===== config.mk =====
export PLATFORM = sky130hd
export DESIGN_NAME = seq_stage_controller
export DESIGN_NICKNAME = d
export VERILOG_FILES = /design/src/rtl/seq_pkg.sv /design/src/rtl/seq_next_pc.sv /design/src/rtl/seq_stage_controller.sv
export SDC_FILE = /design/constraint.sdc
export NUM_CORES = 1
export LEC_CHECK = 0
export CAP_MARGIN = 20
export CORE_MARGIN = 4
export CORE_UTILIZATION = 55
export DETAILED_ROUTE_END_ITERATION = 10
export DONT_BUFFER_PORTS = 1
export GPL_TIMING_DRIVEN = 0
export PLACE_DENSITY = 0.74
export SYNTH_ARGS = -nofsm -noshare
export SYNTH_HDL_FRONTEND = slang
export SYNTH_HIERARCHICAL = 1
export SYNTH_SLANG_ARGS = --single-unit

===== constraint.sdc =====
create_clock -name clk -period 2.39 [get_ports clk]
set_clock_uncertainty 0.15 [all_clocks]
set_input_delay 0.1195 -clock clk [delete_from_list [all_inputs] [get_ports clk]]
set_output_delay 0.1195 -clock clk [all_outputs]
set_load 0.01 [all_outputs]

===== src/rtl/seq_pkg.sv =====
// seq_pkg: shared icode, status and state constants for the SEQ stage controller
package seq_pkg;
    localparam logic [3:0] ICODE_HALT  = 4'h0;
    localparam logic [3:0] ICODE_NOP   = 4'h1;
    localparam logic [3:0] ICODE_CMOV  = 4'h2;
    localparam logic [3:0] ICODE_IRMOV = 4'h3;
    localparam logic [3:0] ICODE_RMMOV = 4'h4;
    localparam logic [3:0] ICODE_MRMOV = 4'h5;
    localparam logic [3:0] ICODE_OPQ   = 4'h6;
    localparam logic [3:0] ICODE_JXX   = 4'h7;
    localparam logic [3:0] ICODE_CALL  = 4'h8;
    localparam logic [3:0] ICODE_RET   = 4'h9;
    localparam logic [3:0] ICODE_PUSH  = 4'hA;
    localparam logic [3:0] ICODE_POP   = 4'hB;

    localparam logic [2:0] STAT_AOK = 3'd1;
    localparam logic [2:0] STAT_HLT = 3'd2;
    localparam logic [2:0] STAT_ADR = 3'd3;
    localparam logic [2:0] STAT_INS = 3'd4;

    typedef logic [2:0] state_t;
    localparam state_t S_IDLE      = 3'd0;
    localparam state_t S_FETCH     = 3'd1;
    localparam state_t S_DECODE    = 3'd2;
    localparam state_t S_EXECUTE   = 3'd3;
    localparam state_t S_MEMORY    = 3'd4;
    localparam state_t S_WRITEBACK = 3'd5;
    localparam state_t S_PCUPD     = 3'd6;
    localparam state_t S_HALTED    = 3'd7;

    function automatic logic is_mem_icode(input logic [3:0] icode);
        return icode inside {ICODE_RMMOV, ICODE_MRMOV, ICODE_CALL, ICODE_RET, ICODE_PUSH, ICODE_POP};
    endfunction
endpackage


===== src/rtl/seq_next_pc.sv =====
// seq_next_pc: combinational next-PC select from fetch, execute and memory results
module seq_next_pc
    import seq_pkg::*;
(
    input  logic [3:0]  icode,
    input  logic        cnd,
    input  logic [63:0] valC,
    input  logic [63:0] valP,
    input  logic [63:0] valM,
    output logic [63:0] next_pc
);
    // taken jumps and calls go to valC, returns to the popped address, all else falls through
    always_comb begin
        next_pc = ((icode == ICODE_JXX && cnd) || icode == ICODE_CALL) ? valC :
                  (icode == ICODE_RET) ? valM : valP;
    end
endmodule


===== src/rtl/seq_stage_controller.sv =====
// seq_stage_controller: SEQ stage sequencer owning PC and status; optional SEQ_PERF_COUNTERS_EN adds cycle/instr counters
module seq_stage_controller
    import seq_pkg::*;
#(
    parameter logic [63:0] PC_RESET    = 64'd0,
    parameter int          MEM_TIMEOUT = 8
) (
    input  logic        clk,
    input  logic        reset,
    input  logic        start,
    input  logic [3:0]  icode,
    input  logic [63:0] valC,
    input  logic [63:0] valP,
    input  logic [63:0] valM,
    input  logic        cnd,
    input  logic        hlt,
    input  logic        ins_address,
    input  logic        adr_address,
    input  logic        mem_ready,
    output logic [63:0] pc,
    output logic        fetch_en,
    output logic        decode_en,
    output logic        execute_en,
    output logic        memory_en,
    output logic        writeback_en,
    output logic [2:0]  stat,
    output logic        running
`ifdef SEQ_PERF_COUNTERS_EN
    ,
    output logic [63:0] cycle_count,
    output logic [63:0] instr_count
`endif
);
    state_t      state_q, state_d;
    logic [63:0] pc_q, pc_d;
    logic [2:0]  stat_q, stat_d;
    logic [7:0]  tmo_q, tmo_d;
    logic [63:0] valm_q, valm_d;
    logic [63:0] next_pc;

    seq_next_pc u_next_pc (
        .icode   (icode),
        .cnd     (cnd),
        .valC    (valC),
        .valP    (valP),
        .valM    (valm_q),
        .next_pc (next_pc)
    );

    // stage sequencing, error capture, memory timeout and PC update selection
    always_comb begin
        state_d = state_q;
        pc_d    = pc_q;
        stat_d  = stat_q;
        tmo_d   = tmo_q;
        valm_d  = valm_q;
        case (state_q)
            S_IDLE:      state_d = start ? S_FETCH : S_IDLE;
            S_FETCH:     state_d = S_DECODE;
            S_DECODE: begin
                stat_d  = adr_address ? STAT_ADR : ins_address ? STAT_INS : hlt ? STAT_HLT : stat_q;
                state_d = (adr_address || ins_address || hlt) ? S_HALTED : S_EXECUTE;
            end
            S_EXECUTE: begin
                state_d = S_MEMORY;
                tmo_d   = 8'd0;
            end
            S_MEMORY: begin
                if (!is_mem_icode(icode)) begin
                    state_d = S_WRITEBACK;
                end else if (mem_ready) begin
                    valm_d  = valM;
                    state_d = S_WRITEBACK;
                end else if (tmo_q == 8'(MEM_TIMEOUT - 1)) begin
                    stat_d  = STAT_ADR;
                    state_d = S_HALTED;
                end else begin
                    tmo_d = tmo_q + 8'd1;
                end
            end
            S_WRITEBACK: state_d = S_PCUPD;
            S_PCUPD: begin
                pc_d    = next_pc;
                state_d = S_FETCH;
            end
            default:     state_d = S_HALTED;
        endcase
    end

    // architectural state registers
    always_ff @(posedge clk) begin
        if (reset) begin
            state_q <= S_IDLE;
            pc_q    <= PC_RESET;
            stat_q  <= STAT_AOK;
            tmo_q   <= 8'd0;
            valm_q  <= 64'd0;
        end else begin
            state_q <= state_d;
            pc_q    <= pc_d;
            stat_q  <= stat_d;
            tmo_q   <= tmo_d;
            valm_q  <= valm_d;
        end
    end

    // one-hot stage enables decoded from the current state
    always_comb begin
        fetch_en     = state_q == S_FETCH;
        decode_en    = state_q == S_DECODE && !(adr_address || ins_address || hlt);
        execute_en   = state_q == S_EXECUTE;
        memory_en    = state_q == S_MEMORY;
        writeback_en = state_q == S_WRITEBACK;
        running      = state_q != S_IDLE && state_q != S_HALTED;
        pc           = pc_q;
        stat         = stat_q;
    end

`ifdef SEQ_PERF_COUNTERS_EN
    logic [63:0] cyc_q, cyc_d, ins_q, ins_d;

    // saturating counters; both stop naturally once the machine is halted
    always_comb begin
        cyc_d = (running && ~&cyc_q) ? cyc_q + 64'd1 : cyc_q;
        ins_d = (state_q == S_PCUPD && ~&ins_q) ? ins_q + 64'd1 : ins_q;
    end

    // counter registers
    always_ff @(posedge clk) begin
        if (reset) begin
            cyc_q <= 64'd0;
            ins_q <= 64'd0;
        end else begin
            cyc_q <= cyc_d;
            ins_q <= ins_d;
        end
    end

    assign cycle_count = cyc_q;
    assign instr_count = ins_q;
`endif
endmodule

* Word-level counts from Yosys, hierarchy flattened
Cells that the tools add are included.
** Storage, ports and cells
- Register bits :: 142
- Logic and storage cells :: 61
** Operators by class
- Mux-type cells :: 19
- Reductions and logical operators :: 15
- Add/subtract/negate cells :: 1
- Eq/ne operators :: 21
** Operator list (number)
- $mux 64 :: 2
- $mux 3 :: 10
- $mux 8 :: 3
- $pmux 3 s7 :: 1
- $eq 4x4->1 const B :: 4
- $pmux 8 s2 :: 1
- $eq 4x3->1 const B :: 3
- $eq 3x3->1 const B :: 3
- $add 8x1->8 const B :: 1
- $eq 8x3->1 const B :: 1
- $eq 3x2->1 const B :: 2
- $pmux 3 s2 :: 1
- $reduce_bool 6->1 :: 1
- $reduce_and 5->1 :: 1
- $ne 2x1->1 const B :: 2
- $ne 2x2->1 const B :: 2
- $ne 4x3->1 const B :: 1
- $ne 4x4->1 const B :: 1
- $reduce_and 4->1 :: 1
- $reduce_bool 2->1 :: 2
- $eq 3x1->1 const B :: 1
- $logic_and 1x1->1 :: 3
- $logic_not 3->1 :: 1
- $logic_or 1x1->1 :: 3
- other kinds (5) :: 5

* Logic depth before layout (Yosys ltp)
Gate-level depths: netlist of run 1.
- Word-level depth :: 5
- Depth in mapped cells :: 7

* Modules after synthesis
The synthesis of run 1 kept the hierarchy.
** By module, submodules not included
- seq_stage_controller :: sequential area each 2842.7 sq um, cells an instance 656, area an instance 5152.4 sq um, times used 1
- seq_next_pc :: sequential area each 0.0 sq um, cells an instance 145, area an instance 1624.1 sq um, times used 1

* Worst setup path after synthesis of run 1
OpenSTA, ideal clock, no wires.
- Path type :: register -> register
- Start :: reg state_q[2]
- End :: reg tmo_q[7]
- Cell stages (with the launch flop) :: 7
- Setup slack :: 0.358 ns
- Period minus slack after synthesis :: 2.032 ns
- Library setup time :: 0.070 ns
- Data arrival time :: 1.812 ns
- Cells stage by stage :: dfxtp_1 or3b_4 clkinv_4 o31ai_4 a21o_4 or4_1 a21oi_1
** On the way
- Longest elaborated chain between the ends :: 3
- Elaborated cells on any way between the ends :: 8
- Classes of those cells :: eq/ne: 5; mux: 1; reduce/logical: 2
** Ends and longest elaborated chain
- start: declaration :: RTL line seq_stage_controller.sv:34 : state_t state_q, state_d;
- start signal: assignment :: RTL line seq_stage_controller.sv:99 : state_q <= state_d;
- $eq 3x3->1 *
- named net memory_en :: RTL line seq_stage_controller.sv:24 : output logic memory_en,
- $ne 2x2->1 (no source line), or another cell as far along
- $reduce_and 4->1 (no source line)
- end signal: assignment :: RTL line seq_stage_controller.sv:102 : tmo_q <= tmo_d;
- end: declaration :: RTL line seq_stage_controller.sv:37 : logic [7:0] tmo_q, tmo_d;
Mark *: on every way through the listed nets, which the timed path passes. The rest lies on a longest branch.
A chain may end at the register's enable or synchronous reset.

* Final worst setup path of run 1
- Start :: reg state_q[2]
- End :: reg valm_q[35]
** On the way
- Longest elaborated chain between the ends :: 2
** Ends and longest elaborated chain
- $eq 3x3->1 :: RTL line seq_stage_controller.sv:57 : case (state_q)
- $reduce_and 3->1 (no source line)
- end signal: assignment :: RTL line seq_stage_controller.sv:103 : valm_q <= valm_d;
- end: declaration :: RTL line seq_stage_controller.sv:38 : logic [63:0] valm_q, valm_d;
Every way passes these cells.

==> flow_summary.yaml, run 1 <==
status:
  status: "completed"
yosys:
  synthXorXnorAreaFrac_pct: 0
  synth_edf_count: 0
  synth_top_area_share_pct: 41.95
  synth.area.mux_share_pct: 21.57
  synthTopCellsByArea: "dfxtp_1, nand2_1, mux2_2"
  syn_inst: 801
  synth_compound_area_share_pct: 12.17
  ys_seq_elements: 142
  synthAdderAreaFrac_pct: 0.1846
  synth_top_area_cell: "dfxtp_1"
  synth_ff_type: "dfxtp_1"
  syn_nets: 1006
  async_flop_share_pct: 0
  ys_seq_area_share_pct: 41.95
  synth.distinct_cells: 45
  synth_top_family_by_area: "multiplexers"
  syn_avg_cell_area_sq_um: 8.460
  synth-simple-area-share_pct: 19.31
  yosys_warnings: 6
  syn-cell-area_sq_mm: 0.006776
placed_design:
  io_buffers: 0
  gp_congestion: 0.8696
  place_hpwl_um: 14440
  place_ws_ns: -0.01879
clocking:
  cts_max_path_buffers: 2
  tritoncts: "yes"
  h-tree-depth: 4
  cts_root_buf: "clkbuf_16"
  clock-sinks: 142
  clock_latency_ns: 0.42
  cts_buffers: 17
  clk_pin_slew_ns: 0.06
global_routing:
  grt_pass1_vias: 7401
  grt-ovfl-total: 0
  antenna_found_initial: 6
  grt_usage_pct: 34.00
  grt_pass1_wl_um: 38280
  grt_max_degree: 17
floorplanning:
  rows: 40
  die_w_um: 119
  die_h_um: 119
  die-area_sq_mm: 0.01416
  io_pins: 277
  initial_core_util_pct: 56.18
  coreArea_sq_mm: 0.01206
power_and_ir_drop:
  power.total_mw: 6.122
  ir_drop_mv: 0.4935
  p_leak_nw: 3.387
  p_per_area_mw_per_mm2: 642.5
drt:
  ant_nets: 0
  routed_via_density: 5.821
  drt_wl_total_um: 24690
  wl_per_cell_um: 20.66
  drtIter0Drc: 410
  drc: 0
  vias: 6956
  firstDrtPassIters: 6
setup_path:
  r2r_setup_slack_ns: 0.12
  cp-start-kind: "register"
  worstPathRequired_ns: 2.58
  critPathMaxFanout: 10
  cp-end-kind: "register"
  worst_ep_arrival_time_ns: 2.46
  worstSetupPathType: "register to register"
sta:
  min_period_over_period_pct: 95.08
  slew_headroom_pct: 55.65
  setup_ws_ns: 0.1175
  fmax_mhz: 440.0
  maxSlewViolCount: 0
  tns_ns: 0
  finalHoldViolCount: 0
  worstMarginPinSlew_ns: 0.6632
  holdWs_ns: 0.01597
  setup_viol: 0
  min_period_ns: 2.273
hold_path:
  hold_class: "primary input to register"
layout:
  multi_input_area_sq_mm: 0.003613
  drive_gt1_share_pct: 13.52
  nNetsFinal: 1213
  fillers: 706
  area_growth_pct: 40.62
  seqCellArea_sq_mm: 0.002843
job:
  drv_cap: 0
## critical path, stage by stage (launching register included)
cell	delay, ns
dfxtp_1	0.44
or3b_4	0.45
a21oi_2	0.22
and2_1	0.15
buf_2	0.25
clkbuf_4	0.27
nand2_1	0.08
a21oi_1	0.17
## Yosys cell counts (all sizes together) (4+ instances only)
library cell and number:
a21oi 140, and2 4, buf 21, clkbuf 36, dfxtp 142, mux2 128
nand2 265, nor2 11, or3 7
## stage by stage
step,std cells,utilization [%],cell area (sq um)
floorplan,801,-,6777
global placement,969,57.93,6987
detailed placement,969,57.93,6987
CTS,1190,78.77,9500
global route,1195,79.00,9529
finish,1195,79.00,9529
## cell usage in the layout (no fill, tap or decap), types with 6 or more instances in the layout
cell type	count
a21oi_1	138
dlygate4sd3_1	189
nand2_1	264
mux2_1	60
clkbuf_1	32
diode_2	6
buf_8	6
mux2_2	68
nor2_1	11
buf_2	10
dfxtp_1	142
clkbuf_16	17
## final cells by class
type	instances	share of cell area, %
Multi-Input combinational cell	598	37.92
Sequential cell	142	29.83
Timing Repair Buffer	189	19.85
Clock buffer	22	5.081
Buffer	56	3.335
Tap cell	168	2.206
Clock inverter	10	1.405
Inverter	4	0.2101
Antenna cell	6	0.1576
## cells by family (layout without fill, tap and decap cells)
logic type / after synthesis / in the layout
mux: 130 / 130
compound gates: 153 / 153
other cells: 0 / 6
flops: 142 / 142
buf+inv: 61 / 281
fa+ha+maj: 1 / 1
simple gates: 314 / 314
## final timing paths
path                                 from                       to  cells after the start
hold / removal                   valP[33]      pc[33]$_SDFFE_PP0P_                      4
setup reg to reg  state_q[2]$_SDFFE_PP0P_  valm_q[35]$_SDFFE_PP0P_                      7
setup / recovery  state_q[2]$_SDFFE_PP0P_  valm_q[35]$_SDFFE_PP0P_                      7
hold reg to reg   valm_q[57]$_SDFFE_PP0P_  valm_q[57]$_SDFFE_PP0P_                      2
## timing repair
action	in CTS	in global routing
resized for setup	2	11
endpoints found under the setup margin	36	71
hold buffers	189	0
setup buffers	0	0
hold endpoints to repair	139	0
## flip-flops by register name, indices dropped and copies added (netlist names)
signal,count
valm_q,64
state_q,3
stat,3
tmo_q,8
pc,64
## where the power goes
| group | total [mW] | switching, mW | internal, mW |
|---|---|---|---|
| Sequential | 2.50 | 0.0674 | 2.43 |
| Clock | 2.75 | 0.999 | 1.75 |
| Combinational | 0.877 | 0.396 | 0.481 |
| Total | 6.12 | 1.46 | 4.66 |
## layer usage
metal / GRT usage (%) / part of all wire, %
met4: 21.22 / 5.3
met2: 60.26 / 51
met5: 0 / 0
met1: 34.79 / 36
met3: 10.21 / 7.4
No activity file was read; power rests on OpenSTA's default activity.
==> inputs of run 2 (changes only) <==
--- a/config.mk
+++ b/config.mk
@@ -12,6 +12,7 @@
 export DONT_BUFFER_PORTS = 1
 export GPL_TIMING_DRIVEN = 0
 export PLACE_DENSITY = 0.74
+export SETUP_SLACK_MARGIN = 0.4
 export SYNTH_ARGS = -nofsm -noshare
 export SYNTH_HDL_FRONTEND = slang
 export SYNTH_HIERARCHICAL = 1
==> flow_summary.yaml, run 2 (synthesis results as in run 1) <==
status:
  status: "completed"
sta:
  holdWs_ns: 0.01734
  worstMarginPinSlew_ns: 0.6748
  min_period_over_period_pct: 84.78
  fmax_mhz: 493.6
  min_period_ns: 2.026
  rsz0062_at_grt: "true"
  setup_viol: 0
  tns_ns: 0
  finalHoldViolCount: 0
  maxSlewViolCount: 0
  slew_headroom_pct: 55.01
drt:
  firstDrtPassIters: 6
  routed_via_density: 5.987
  wl_per_cell_um: 22.00
  drt_wl_total_um: 26570
  drc: 0
  ant_nets: 0
  vias: 7232
  drtIter0Drc: 559
floorplanning:
  die-area_sq_mm: 0.01416
  coreArea_sq_mm: 0.01206
  initial_core_util_pct: 56.18
  die_w_um: 119
  die_h_um: 119
  io_pins: 277
  rows: 40
setup_path:
  rr_worst_depth: 6
  cp-start-kind: "register"
  crit_chain: "or3b_4 > clkinv_4 > o31ai_4 > a21o_4 > or3_2 > a21oi_2"
  cp_slowest_cell: "or3_2"
  worst_ep_arrival_time_ns: 2.23
  critPathMaxFanout: 8
  worstSetupPathType: "register to register"
  worstPathRequired_ns: 2.59
  slowest_delay_ns: 0.47
  crit_family: "simple AND/OR/NAND/NOR gates"
  cp-end-kind: "register"
  rr_endpoint: "tmo_q[6]$_SDFFE_PP0P_"
  r2r_setup_slack_ns: 0.36
  reg2reg_from: "state_q[1]$_SDFFE_PP0P_"
  crit_buf_inv: 1
clocking:
  cts_max_path_buffers: 2
  cts_root_buf: "clkbuf_16"
  clk_pin_slew_ns: 0.06
  cts_buffers: 17
  clock_latency_ns: 0.42
  clock-sinks: 142
  h-tree-depth: 4
  tritoncts: "yes"
layout:
  layout_common_cells: "nand2_1, dlygate4sd3_1, dfxtp_1"
  layout_commonest_cell: "nand2_1"
  area_growth_pct: 44.63
  nNetsFinal: 1228
  final_area_sq_mm: 0.009801
  drive_gt1_share_pct: 17.68
  fillers: 682
placed_design:
  io_buffers: 0
  place_hpwl_um: 14510
  gp_congestion: 0.8666
  placed_area_sq_mm: 0.006988
power_and_ir_drop:
  internal_power_mw: 4.682
  ir_drop_mv: 0.5023
  power.total_mw: 6.206
  power.share.clock_pct: 45.0
  combPwrFrac_pct: 14.7
  p_per_area_mw_per_mm2: 633.2
  seqPwrFrac_pct: 40.2
  swShare_pct: 24.56
  p_leak_nw: 3.514
  power_switching_mw: 1.524
global_routing:
  grt_max_degree: 17
  grt_pass1_vias: 7654
  grt-ovfl-total: 0
  grt_usage_pct: 35.53
  grt_pass1_wl_um: 39550
  antenna_found_initial: 4
hold_path:
  hold_class: "primary input to register"
  hold_end: "valm_q[63]$_SDFFE_PP0P_"
  hold_start: "mem_ready"
  min_delay_path_depth: 4
job:
  drv_cap: 0
-- run 2: cell type report --
class | count | area, sq um | share of cell area (%)
Antenna cell | 5 | 12.51 | 0.1277
Buffer | 57 | 376.6 | 3.843
Clock buffer | 19 | 442.9 | 4.519
Clock inverter | 12 | 168.9 | 1.723
Inverter | 4 | 20.02 | 0.2043
Multi-Input combinational cell | 598 | 3711 | 37.87
Sequential cell | 142 | 2851 | 29.09
Tap cell | 168 | 210.2 | 2.145
Timing Repair Buffer | 203 | 2007 | 20.48
-- run 2: stage by stage --
stage               instances  utilization, %  worst slack, ns
floorplan                 801               -           0.4058
global placement          969           57.94        0.0006304
detailed placement        969           57.94         -0.06298
CTS                      1199           79.77           0.4067
global route             1208           81.26           0.3035
finish                   1208           81.26           0.3639
-- run 2: metal layers --
layer  routed length, um  track usage, %  vias to the layer above
met3                2230           9.687                      169
met5                   0               0                        -
met1                9075           35.41                     3382
met4                1823           26.43                        0
li1                    -               -                     3165
met2               13440           62.73                      516
-- run 2: worst max path at each step --
stage | start | to | slack [ns] | depth (start not counted)
2_1_floorplan | state_q[2]$_SDFFE_PP0P_ | tmo_q[7]$_SDFFE_PP0P_ | 0.41 | 6
3_3_place_gp | state_q[1]$_SDFFE_PP0P_ | pc[28]$_SDFFE_PP0P_ | 0.0006 | 6
3_5_place_dp | state_q[1]$_SDFFE_PP0P_ | pc[28]$_SDFFE_PP0P_ | -0.06 | 6
4_1_cts | tmo_q[3]$_SDFFE_PP0P_ | state_q[0]$_SDFFE_PP0P_ | 0.41 | 4
5_1_grt | state_q[2]$_SDFFE_PP0P_ | tmo_q[6]$_SDFFE_PP0P_ | 0.30 | 6
6_report | state_q[1]$_SDFFE_PP0P_ | tmo_q[6]$_SDFFE_PP0P_ | 0.36 | 6
-- run 2: worst register-to-register path: cells and delay by family, from the launching register on --
kind                   cells  cell delay (ns)
buffers and inverters      1             0.10
AO/OA/AOI/OAI              3             0.47
flip-flops                 1             0.34
AND/OR/NAND/NOR            2             0.91
-- run 2: repair_timing --
action / in CTS / in global routing
resized for setup: 21 / 56
hold buffers: 193 / 0
setup buffers: 6 / 4
cloned: 0 / 0
endpoints found under the setup margin: 130 / 108
pin swaps: 3 / 4
endpoints found under the hold margin: 140 / 0
-- run 2: power by group through the flow --
| stage | Clock [mW] | Combinational [mW] | Sequential (mW) |
|---|---|---|---|
| 4_1_cts | 2.77 | 0.836 | 2.49 |
| 3_5_place_dp | 0 | 0.533 | 2.55 |
| 5_1_grt | 2.90 | 0.970 | 2.50 |
| 2_1_floorplan | 0 | 0.432 | 2.53 |
| 6_report | 2.79 | 0.913 | 2.50 |
| 3_3_place_gp | 0 | 0.514 | 2.54 |
==> inputs of run 3 (changes only) <==
--- a/config.mk
+++ b/config.mk
@@ -11,7 +11,7 @@
 export DETAILED_ROUTE_END_ITERATION = 10
 export DONT_BUFFER_PORTS = 1
 export GPL_TIMING_DRIVEN = 0
-export PLACE_DENSITY = 0.74
+export PLACE_DENSITY = 0.77
 export SETUP_SLACK_MARGIN = 0.4
 export SYNTH_ARGS = -nofsm -noshare
 export SYNTH_HDL_FRONTEND = slang
==> constraint.sdc (replaced) <==
create_clock -name clk -period 1.8 [get_ports clk]
set_clock_uncertainty 0.15 [all_clocks]
set_input_delay 0.09 -clock clk [delete_from_list [all_inputs] [get_ports clk]]
set_output_delay 0.09 -clock clk [all_outputs]
set_load 0.01 [all_outputs]
==> flow_summary.yaml, run 3 <==
yosys:
  syn_inst: 801
  synth_top_area_cell: "dfxtp_1"
  yosysMostFrequentCell: "nand2_1"
  syn-cell-area_sq_mm: 0.006776
  syn_avg_cell_area_sq_um: 8.460
  ys_seq_area_share_pct: 41.95
  synth_edf_count: 0
  synth_ff_type: "dfxtp_1"
  synthTopCellsByArea: "dfxtp_1, nand2_1, mux2_2"
  yosys_warnings: 6
  synth_common_cells: "nand2_1, dfxtp_1, a21oi_1"
  async_flop_share_pct: 0
  ys_seq_elements: 142
  syn_nets: 1006
  synth.distinct_cells: 45
  synth_top_area_share_pct: 41.95
clocking:
  clock-sinks: 142
  hold_buffers: 197
  cts_setup_buffers: 45
  cts_resized: 273
  h-tree-depth: 4
  cts_buffers: 17
  cts_root_buf: "clkbuf_16"
  cts_max_path_buffers: 2
placed_design:
  dp_cells: 969
  gp_congestion: 0.9044
  io_buffers: 0
  place_hpwl_um: 14710
  place_ws_ns: -0.4884
status:
  failing_step: "clock tree synthesis (4_1_cts)"
  status: "stopped before the end"
  stop_error: "[ERROR DPL-0033] detailed placement checks failed during check placement."
floorplanning:
  die_h_um: 119
  io_pins: 277
  die_w_um: 119
  initial_core_util_pct: 56.18
  rows: 40
[run 3: logic make-up after synthesis]
family,synth area share [%]
AND/OR/NAND/NOR,19.31
AO/OA/AOI/OAI,12.17
flip-flops,41.95
multiplexers,21.57
buffers and inverters,4.819
adder cells (fa/ha/maj),0.1846
[run 3: through the flow]
stage / cell area, sq um / hold slack [ns]
after floorplan: 7310 / 0.06377
after global placement: 7520 / 0.06800
after detailed placement: 7520 / 0.06996
==> inputs of run 4 (changes only) <==
--- a/config.mk
+++ b/config.mk
@@ -7,12 +7,11 @@
 export LEC_CHECK = 0
 export CAP_MARGIN = 20
 export CORE_MARGIN = 4
-export CORE_UTILIZATION = 55
+export CORE_UTILIZATION = 40
 export DETAILED_ROUTE_END_ITERATION = 10
 export DONT_BUFFER_PORTS = 1
 export GPL_TIMING_DRIVEN = 0
-export PLACE_DENSITY = 0.77
-export SETUP_SLACK_MARGIN = 0.4
+export PLACE_DENSITY_LB_ADDON = 0.15
 export SYNTH_ARGS = -nofsm -noshare
 export SYNTH_HDL_FRONTEND = slang
 export SYNTH_HIERARCHICAL = 1
==> constraint.sdc (replaced) <==
create_clock -name clk -period 2.3 [get_ports clk]
set_clock_uncertainty 0.15 [all_clocks]
set_input_delay 0.115 -clock clk [delete_from_list [all_inputs] [get_ports clk]]
set_output_delay 0.115 -clock clk [all_outputs]
set_load 0.01 [all_outputs]
==> flow_summary.yaml, run 4 (synthesis results as in run 1) <==
setup_path:
  slowest_delay_ns: 0.52
  critPathMaxFanout: 10
  crit_buf_inv: 1
  worst_ep_arrival_time_ns: 2.41
  cp_slowest_cell: "or4_1"
  worstSetupPathType: "register to register"
  crit_family: "simple AND/OR/NAND/NOR gates"
  crit_chain: "or3b_4 > clkinv_4 > o31ai_4 > a21o_4 > or4_1 > a21oi_1"
  cp-start-kind: "register"
  worstPathRequired_ns: 2.50
  cp-end-kind: "register"
layout:
  fin_util_pct: 58.26
  layout_common_cells: "nand2_1, dlygate4sd3_1, dfxtp_1"
  area_growth_pct: 42.58
  final_area_sq_mm: 0.009662
  fillers: 1391
  drive_gt1_share_pct: 13.88
  layout_commonest_cell: "nand2_1"
  nNetsFinal: 1222
clocking:
  clock_latency_ns: 0.42
  tritoncts: "yes"
  clock-sinks: 142
  cts_root_buf: "clkbuf_16"
  h-tree-depth: 4
  cts_max_path_buffers: 2
  cts_buffers: 17
  clk_pin_slew_ns: 0.06
placed_design:
  gp_congestion: 0.8086
  io_buffers: 0
  place_ws_ns: -0.2101
  place_hpwl_um: 15370
  placed_area_sq_mm: 0.007052
floorplanning:
  io_pins: 277
  rows: 47
  die_h_um: 138.2
  die-area_sq_mm: 0.01909
  coreArea_sq_mm: 0.01658
  initial_core_util_pct: 40.86
  die_w_um: 138.2
hold_path:
  hold_class: "primary input to register"
sta:
  holdWs_ns: 0.01093
  worstMarginPinSlew_ns: 0.7142
  slew_headroom_pct: 52.39
  setup_viol: 0
  finalHoldViolCount: 0
  setup_ws_ns: 0.09244
  min_period_over_period_pct: 95.98
  fmax_mhz: 453.0
  min_period_ns: 2.208
  rsz0062_at_grt: "false"
  maxSlewViolCount: 0
drt:
  drtIter0Drc: 425
  vias: 6554
  firstDrtPassIters: 5
  wl_per_cell_um: 18.06
  ant_nets: 0
  drt_wl_total_um: 22670
  drc: 0
  routed_via_density: 5.222
global_routing:
  grt_pass1_vias: 6743
  grt_pass1_wl_um: 35690
  grt_usage_pct: 23.06
  busiest_layer: "met2"
  grt_max_degree: 17
  grt_util_met3_pct: 6.526
  grt_use_met1_pct: 27.84
  use_met2_pct: 38.44
  antenna_found_initial: 3
  grt-ovfl-total: 0
job:
  drv_cap: 0
power_and_ir_drop:
  p_per_area_mw_per_mm2: 649.4
  ir_drop_mv: 0.4809
  p_leak_nw: 3.420
  power.total_mw: 6.274
status:
  status: "completed"
run 4: area by class of cell:
| cell class | instances | area [sq um] | area share [%] |
|---|---|---|---|
| multi-input combinational | 598 | 3613 | 37.40 |
| sequential | 142 | 2843 | 29.42 |
| timing repair buffer | 198 | 1977 | 20.46 |
| clock buffer | 18 | 429.2 | 4.442 |
| buffer | 56 | 324.1 | 3.354 |
| tap | 220 | 275.3 | 2.849 |
| clock inverter | 14 | 167.7 | 1.735 |
| inverter | 4 | 20.02 | 0.2072 |
| antenna | 5 | 12.51 | 0.1295 |
run 4: repair_timing:
item,in CTS,in global routing
hold buffers,196,0
endpoints found under the setup margin,120,118
buffers inserted,0,2
endpoints found under the hold margin,140,0
resized for setup,3,17
run 4: layer usage:
metal	wire, um	vias to the layer above	part of all wire, %
li1	-	3149	-
met2	11070	259	49
met1	9283	3093	41
met3	1584	53	7.0
met4	733	0	3.2
met5	0	-	0
run 4: path summary, 6_finish.rpt:
kind	endpoint	cells past startpoint	slack (ns)	start
setup / recovery	tmo_q[7]$_SDFFE_PP0P_	6	0.09	state_q[2]$_SDFFE_PP0P_
hold / removal	state_q[1]$_SDFFE_PP0P_	4	0.01	icode[2]
setup reg to reg	tmo_q[7]$_SDFFE_PP0P_	6	0.09	state_q[2]$_SDFFE_PP0P_
hold reg to reg	valm_q[60]$_SDFFE_PP0P_	2	0.30	valm_q[60]$_SDFFE_PP0P_
run 4: stage by stage:
| stage | std cells | TNS [ns] |
|---|---|---|
| after floorplan | 801 | 0 |
| after global placement | 1021 | -6.827 |
| after detailed placement | 1021 | -12.71 |
| after CTS | 1249 | 0 |
| after global routing | 1253 | 0 |
| final | 1255 | 0 |
run 4: worst register-to-register path, cell delays in order (launching register included):
cell	delay, ns
dfxtp_1	0.44
or3b_4	0.45
clkinv_4	0.09
o31ai_4	0.08
a21o_4	0.26
or4_1	0.52
a21oi_1	0.15
run 4: power by group:
part / internal (mW) / total (mW) / leakage (nW) / switching, mW
registers: 2.53 / 2.59 / 1.15 / 0.0656
logic: 0.513 / 0.902 / 1.99 / 0.388
clock network: 1.71 / 2.78 / 0.286 / 1.08
